### src/rtl/serial_subtractor_pkg.sv
// Shared definitions for the bit-serial subtractor: FSM state encoding.
package serial_subtractor_pkg;

    typedef enum logic [1:0] {
        ST_IDLE = 2'd0,
        ST_RUN  = 2'd1,
        ST_DONE = 2'd2
    } state_t;

endpackage

### src/rtl/serial_subtractor_full_subtractor_bit.sv
// One-bit full subtractor: x - y - bin, giving difference bit and borrow-out.
module full_subtractor_bit (
    input  logic x,
    input  logic y,
    input  logic bin,
    output logic d,
    output logic bout
);

    assign d    = x ^ y ^ bin;
    assign bout = (~x & y) | (~(x ^ y) & bin);

endmodule

### src/rtl/serial_subtractor.sv
// Bit-serial subtractor: diff = a - b, LSB first, one bit per clock, with a
// start/busy/done handshake and results held until the next completion.
module serial_subtractor
    import serial_subtractor_pkg::*;
#(
    parameter int WIDTH = 8
) (
    input  logic             clk,
    input  logic             rst,
    input  logic             start,
    input  logic [WIDTH-1:0] a,
    input  logic [WIDTH-1:0] b,
    output logic             busy,
    output logic             done,
    output logic [WIDTH-1:0] diff,
    output logic             borrow_out
);

    localparam int CNT_W = $clog2(WIDTH + 1);
    localparam logic [CNT_W-1:0] LAST_BIT = CNT_W'(WIDTH - 1);

    state_t           r_state;
    logic [WIDTH-1:0] r_sa;
    logic [WIDTH-1:0] r_sb;
    logic [WIDTH-1:0] r_res;
    logic             r_bq;
    logic [CNT_W-1:0] r_cnt;
    logic             r_busy;
    logic             r_done;
    logic [WIDTH-1:0] r_diff;
    logic             r_borrow;

    logic             w_d;
    logic             w_bn;
    logic [WIDTH-1:0] w_res_next;

    full_subtractor_bit u_fsub (
        .x    (r_sa[0]),
        .y    (r_sb[0]),
        .bin  (r_bq),
        .d    (w_d),
        .bout (w_bn)
    );

    // New difference bit enters at the MSB so the LSB-first stream lands in place.
    generate
        if (WIDTH == 1) begin : g_res_w1
            assign w_res_next = w_d;
        end else begin : g_res_wn
            assign w_res_next = {w_d, r_res[WIDTH-1:1]};
        end
    endgenerate

    always_ff @(posedge clk) begin
        if (rst) begin
            r_state  <= ST_IDLE;
            r_sa     <= '0;
            r_sb     <= '0;
            r_res    <= '0;
            r_bq     <= 1'b0;
            r_cnt    <= '0;
            r_busy   <= 1'b0;
            r_done   <= 1'b0;
            r_diff   <= '0;
            r_borrow <= 1'b0;
        end else begin
            r_done <= 1'b0;
            case (r_state)
                // DONE accepts a new start just like IDLE for back-to-back use.
                ST_IDLE, ST_DONE: begin
                    if (start) begin
                        r_sa    <= a;
                        r_sb    <= b;
                        r_res   <= '0;
                        r_bq    <= 1'b0;
                        r_cnt   <= '0;
                        r_busy  <= 1'b1;
                        r_state <= ST_RUN;
                    end else begin
                        r_busy  <= 1'b0;
                        r_state <= ST_IDLE;
                    end
                end
                ST_RUN: begin
                    r_sa  <= r_sa >> 1;
                    r_sb  <= r_sb >> 1;
                    r_res <= w_res_next;
                    r_bq  <= w_bn;
                    r_cnt <= r_cnt + 1'b1;
                    if (r_cnt == LAST_BIT) begin
                        r_diff   <= w_res_next;
                        r_borrow <= w_bn;
                        r_busy   <= 1'b0;
                        r_done   <= 1'b1;
                        r_state  <= ST_DONE;
                    end
                end
                default: begin
                    r_busy  <= 1'b0;
                    r_state <= ST_IDLE;
                end
            endcase
        end
    end

    assign busy       = r_busy;
    assign done       = r_done;
    assign diff       = r_diff;
    assign borrow_out = r_borrow;

endmodule
### config.mk
export PLATFORM = sky130hd
export DESIGN_NAME = serial_subtractor
export DESIGN_NICKNAME = d
export VERILOG_FILES = /design/src/rtl/serial_subtractor_pkg.sv /design/src/rtl/serial_subtractor_full_subtractor_bit.sv /design/src/rtl/serial_subtractor.sv
export SDC_FILE = /design/constraint.sdc
export NUM_CORES = 1
export LEC_CHECK = 0
export ABC_CLOCK_PERIOD_IN_PS = 1500
export CORE_AREA = 5 5 71 73
export DETAILED_ROUTE_END_ITERATION = 16
export DIE_AREA = 0 0 76 78
export GPL_ROUTABILITY_DRIVEN = 1
export PLACE_DENSITY = 0.71
export SETUP_SLACK_MARGIN = 0.2
export SKIP_CTS_REPAIR_TIMING = 1
export SLEW_MARGIN = 15
export SYNTH_ARGS = -nofsm -noshare
export SYNTH_HDL_FRONTEND = slang
export SYNTH_HIERARCHICAL = 1
export SYNTH_SLANG_ARGS = --single-unit
### constraint.sdc
create_clock -name clk -period 1.5 [get_ports clk]
set_input_delay 0.45 -clock clk [delete_from_list [all_inputs] [get_ports clk]]
set_output_delay 0.45 -clock clk [all_outputs]
set_load 0.05 [all_outputs]
Yosys cells after proc, flatten, opt, wreduce, memory -nomap -nowiden:

Index checks and enable logic that the tools add are counted.

* latch bits: 0
* bits in registers: 42
* bits of input ports: 19
* memories kept: 0
* ROM bits: 0
* RAM bits: 0

* bitwise gates (word level): 8
* divide/modulo/power cells: 0
* multipliers: 0
* reductions and logical operators: 6
* muxes and demuxes: 17
* add/sub/neg operators: 1
* equality and inequality tests: 5
* magnitude comparators: 0
* shift-type cells: 0

Operators by type and width (number)
* $pmux 8 s2: 3
* $mux 8: 3
* $pmux 4 s2: 1
* $mux 1: 5
* $add 4x1->4 const B: 1
* $eq 4x3->1 const B: 1
* $mux 4: 1
* $ne 2x2->1 const B: 2
* $pmux 1 s2: 2
* $pmux 2 s2: 1
* $reduce_and 2->1: 2
* $reduce_or 2->1: 2
* $not 1->1: 3
* $and 1x1->1: 2
* $eq 2x1->1 const B: 1
* $eq 2x2->1 const B: 1
* $logic_not 2->1: 1
* $mux 2: 1
* $reduce_bool 2->1: 1
* $xor 1x1->1: 2
* $or 1x1->1: 1

Longest topological paths before layout:

* depth after elaboration: 5
* mapped depth: 5
* depth with buffers taken out: 5

Modules after synthesis:

Netlist, hierarchy kept.

By module, submodules not included
* serial_subtractor: area each 1652.8 um^2, cells each 180, times used 1
* full_subtractor_bit: area each 31.3 um^2, cells each 4, times used 1

Worst setup path before layout:

OpenSTA, ideal clock, no wires.

* kind: flip-flop to flip-flop
* start: register r_state[0]
* end: register r_borrow (netlist: borrow_out)
* slack: -84 ps
* library setup time: 72 ps
* stages on the path, launching flop included: 6
* arrival: 1512 ps
* path through: dfxtp_1 -> and2b_1 -> buf_6 -> and4b_4 -> buf_6 -> mux2i_1

* cells in the longest elaborated chain, start to end: 2

RTL lines
* from (decl): line serial_subtractor.sv:22 `state_t r_state;`
* from (signal assigned): line serial_subtractor.sv:56 `r_state <= ST_IDLE;`
* from (signal assigned): line serial_subtractor.sv:78 `r_state <= ST_RUN;`
* from (signal assigned): line serial_subtractor.sv:81 `r_state <= ST_IDLE;`
* $eq 2x1->1: line serial_subtractor.sv:68 `case (r_state)`
* $reduce_and 2->1 (no source line)
* to (signal assigned): line serial_subtractor.sv:92 `r_borrow <= w_bn;`
* to (decl): line serial_subtractor.sv:31 `logic r_borrow;`

No other way between the ends.
A chain may end at the register's enable or synchronous reset.

Final worst setup path:

* start: register r_state[0]
* end: register r_cnt[3]

* cells in the longest elaborated chain, start to end: 4
* elaborated cells on any way between the ends: 8

RTL lines
* $eq 2x2->1 or $logic_not 2->1 (tied branches): line serial_subtractor.sv:68
* $reduce_or 2->1: line serial_subtractor.sv:68
* $ne 2x2->1 (no source line) or $reduce_bool 2->1 (tied branches)
* $reduce_and 2->1 (no source line)
* to (signal assigned): line serial_subtractor.sv:89 `r_cnt <= r_cnt + 1'b1;`
* to (decl): line serial_subtractor.sv:27 `logic [CNT_W-1:0] r_cnt;`

Several ways; a longest one is shown, not always the timed one.

==> results.py <==
metrics = {
    "status": {
        "status": "finished clean",
    },
    "timing": {
        "fmaxAchievable_mhz": 789,
        "setup_tns_ns": 0,
        "worst_pin_slew_ns": 0.244,
        "fin_skew_ns": 0.00714,
        "grt_setup_unrepaired": "yes",
        "post-route-period-util_pct": 84.5,
        "period_minus_slack_ns": 1.27,
        "slew_headroom_pct": 83.7,
        "hold_violations": 0,
        "setup_viol": 0,
        "worst_hold_slack_ns": 0.467,
        "finalMaxSlewViolations": 0,
    },
    "layout": {
        "register_area_um2": 815,
        "n_antenna_cell": 0,
        "final_nets": 241,
        "multi_input_area_um2": 827,
        "fillers": 374,
        "syn_to_final_growth_pct": 42.3,
        "fin_cells": 272,
        "drive_gt1_share_pct": 25.5,
    },
    "place": {
        "portBuffers": 29,
        "hpwl_um": 2230,
        "place_congestion": 0.744,
        "placedCellCount": 261,
    },
    "worst_hold_path": {
        "worstHoldStart": "r_sb[1]",
        "hp-class": "flop to flop",
        "min_delay_path_depth": 2,
        "hold_end": "r_sb[1]",
    },
    "power": {
        "finalPower_mw": 2.12,
        "ir_drop_mv": 0.546,
        "p_leak_nw": 0.847,
        "pwr_density_cell_nw_per_um2": 884,
    },
    "grt": {
        "met1_usage_pct": 14.4,
        "grt_pass1_vias": 1280,
        "grt_max_degree": 29,
        "grt_overflow_total": 0,
        "grtUsageMet2_pct": 17.8,
        "grtUsageTotal_pct": 11.9,
        "antenna_found_initial": 0,
        "grt_pass1_wl_um": 5710,
        "use_met3_pct": 4.28,
        "top_usage_layer": "met2",
    },
    "logic_synthesis": {
        "ys_types": 23,
        "synthCells": 184,
        "ys_ff_latch": 40,
        "ys_seq_area_share_pct": 47.5,
        "synth_top_area_cell": "dfxtp_1",
        "syn_area_um2": 1680,
        "yosys_warnings": 6,
        "yosys-top-cells-area": "dfxtp_1 (48%), a21oi_1 (8.3%), nand2b_1 (7.8%)",
        "syn-num-nets": 205,
        "syn_avg_cell_area_um2": 9.15,
        "synth_top_area_share_pct": 47.5,
    },
    "setup_path": {
        "ff2ff_path_depth": 4,
        "r2r-start": "r_state[0]",
        "crit_type": "flop to flop",
        "path_max_fanout": 7,
        "r2r_setup_slack_ns": 0.23,
        "arrival_ns": 1.46,
        "endpoint_kind": "flop",
        "worstPathRequired_ns": 1.69,
        "start_kind": "flop",
        "r2r-end": "r_cnt[3]",
    },
    "cts": {
        "numCtsBuffers": 5,
        "htree_levels": 2,
        "path_clk_slew_ns": 0.07,
        "cts.path.max_buffers": 2,
        "insertion_delay_ns": 0.30,
        "cts_sinks": 40,
        "cts_tree": "done",
        "ctsRootBufferMaster": "clkbuf_8",
    },
    "route": {
        "vias_per_cell": 5.08,
        "wire_per_inst_um": 12.9,
        "antenna_left": 0,
        "drc": 0,
        "drtPass1Iterations": 4,
        "first_iter_violations": 78,
        "wl_um": 3520,
        "vias": 1382,
    },
    "die": {
        "rows": 24,
        "dieHeight_um": 78,
        "design.core.area_um2": 4290,
        "die-area_um2": 5930,
        "io_pins": 30,
        "die_width_um": 76,
        "initial_core_util_pct": 39.2,
    },
    "flow_run": {
        "drv_cap": 0,
    },
}
## state kept, by name, summed over array words and instances (netlist names)
| name | cells |
|---|---|
| borrow_out | 1 |
| diff | 8 |
| done | 1 |
| r_bq | 1 |
| r_cnt | 4 |
| r_res | 7 |
| r_sa | 8 |
| r_sb | 8 |
| r_state | 2 |
## Yosys cell counts
cell / count
nand4_1: 1
mux2i_1: 9
buf_6: 3
and2b_1: 2
mux2_4: 1
nor2b_1: 2
nand2_1: 11
a21oi_1: 28
nor3b_1: 1
fa_1: 1
clkbuf_1: 5
dfxtp_1: 40
inv_1: 3
nand3b_1: 1
a211oi_1: 1
nand3_1: 26
buf_2: 9
a22oi_1: 14
and4b_4: 1
ha_1: 1
nor2_1: 2
nand2b_1: 21
mux2_2: 1
## how the worst max path moves through the flow
stage | from | end | slack [ns] | depth (start not counted)
after floorplan | r_state[0] | borrow_out | 0.19 | 5
after global placement | start | r_cnt[2] | -0.19 | 5
after detailed placement | start | r_cnt[2] | -0.22 | 5
after CTS | start | r_cnt[2] | 0.1 | 5
after global routing | r_state[0] | r_cnt[3] | 0.19 | 4
final | r_state[0] | r_cnt[3] | 0.23 | 4
## cells in the final DEF (no fill, tap or decap), types with 2 or more instances in the layout
cell type,instances
nand3_1,26
a21oi_1,28
inv_1,3
nor2_1,2
a22oi_1,8
mux2i_1,9
clkdlybuf4s50_1,17
clkbuf_8,5
dfxtp_2,8
a22oi_2,6
buf_4,8
buf_12,16
buf_6,2
dfxtp_1,31
nand2_1,11
nand2b_1,21
## critical path, cell delays in order (launching register included)
cell,delay [ns]
dfxtp_4,0.36
and2b_2,0.24
buf_12,0.15
nand4_1,0.09
mux2_2,0.33
## per-stage QoR
step / util (%) / setup slack [ns] / area (µm²)
floorplan: - / 0.191 / 1690
global placement: 51.0 / -0.193 / 2190
detailed placement: 51.0 / -0.218 / 2190
CTS: 52.8 / 0.0973 / 2270
global route: 55.8 / 0.186 / 2400
finish: 55.8 / 0.233 / 2400
## power by group
part	switching, mW	internal, mW
registers	0.0256	1.10
clock network	0.350	0.316
logic	0.151	0.176
total	0.526	1.59
## area by class of cell
cell class	instances	area share (%)
multi-input combinational	125	34.5
sequential	40	34.0
timing repair buffer	45	25.1
clock buffer	6	3.03
tap	52	2.72
inverter	3	0.470
clock inverter	1	0.209
## kinds of logic (layout without fill, tap and decap cells)
family	count (synthesis)	in the layout	share of synthesized area [%]
AO/OA/AOI/OAI	43	43	15.0
flip-flops	40	40	47.5
multiplexers	11	11	6.91
adder cells (fa/ha/maj)	2	2	1.93
buffers and inverters	20	55	6.46
AND/OR/NAND/NOR	68	69	22.1
## routing by layer
metal | routed length, µm | vias up
li1 | - | 712
met1 | 1610 | 630
met2 | 1610 | 33
met3 | 209 | 7
met4 | 89 | 0
met5 | 0 | -
No activity file was read; power rests on OpenSTA's default activity.
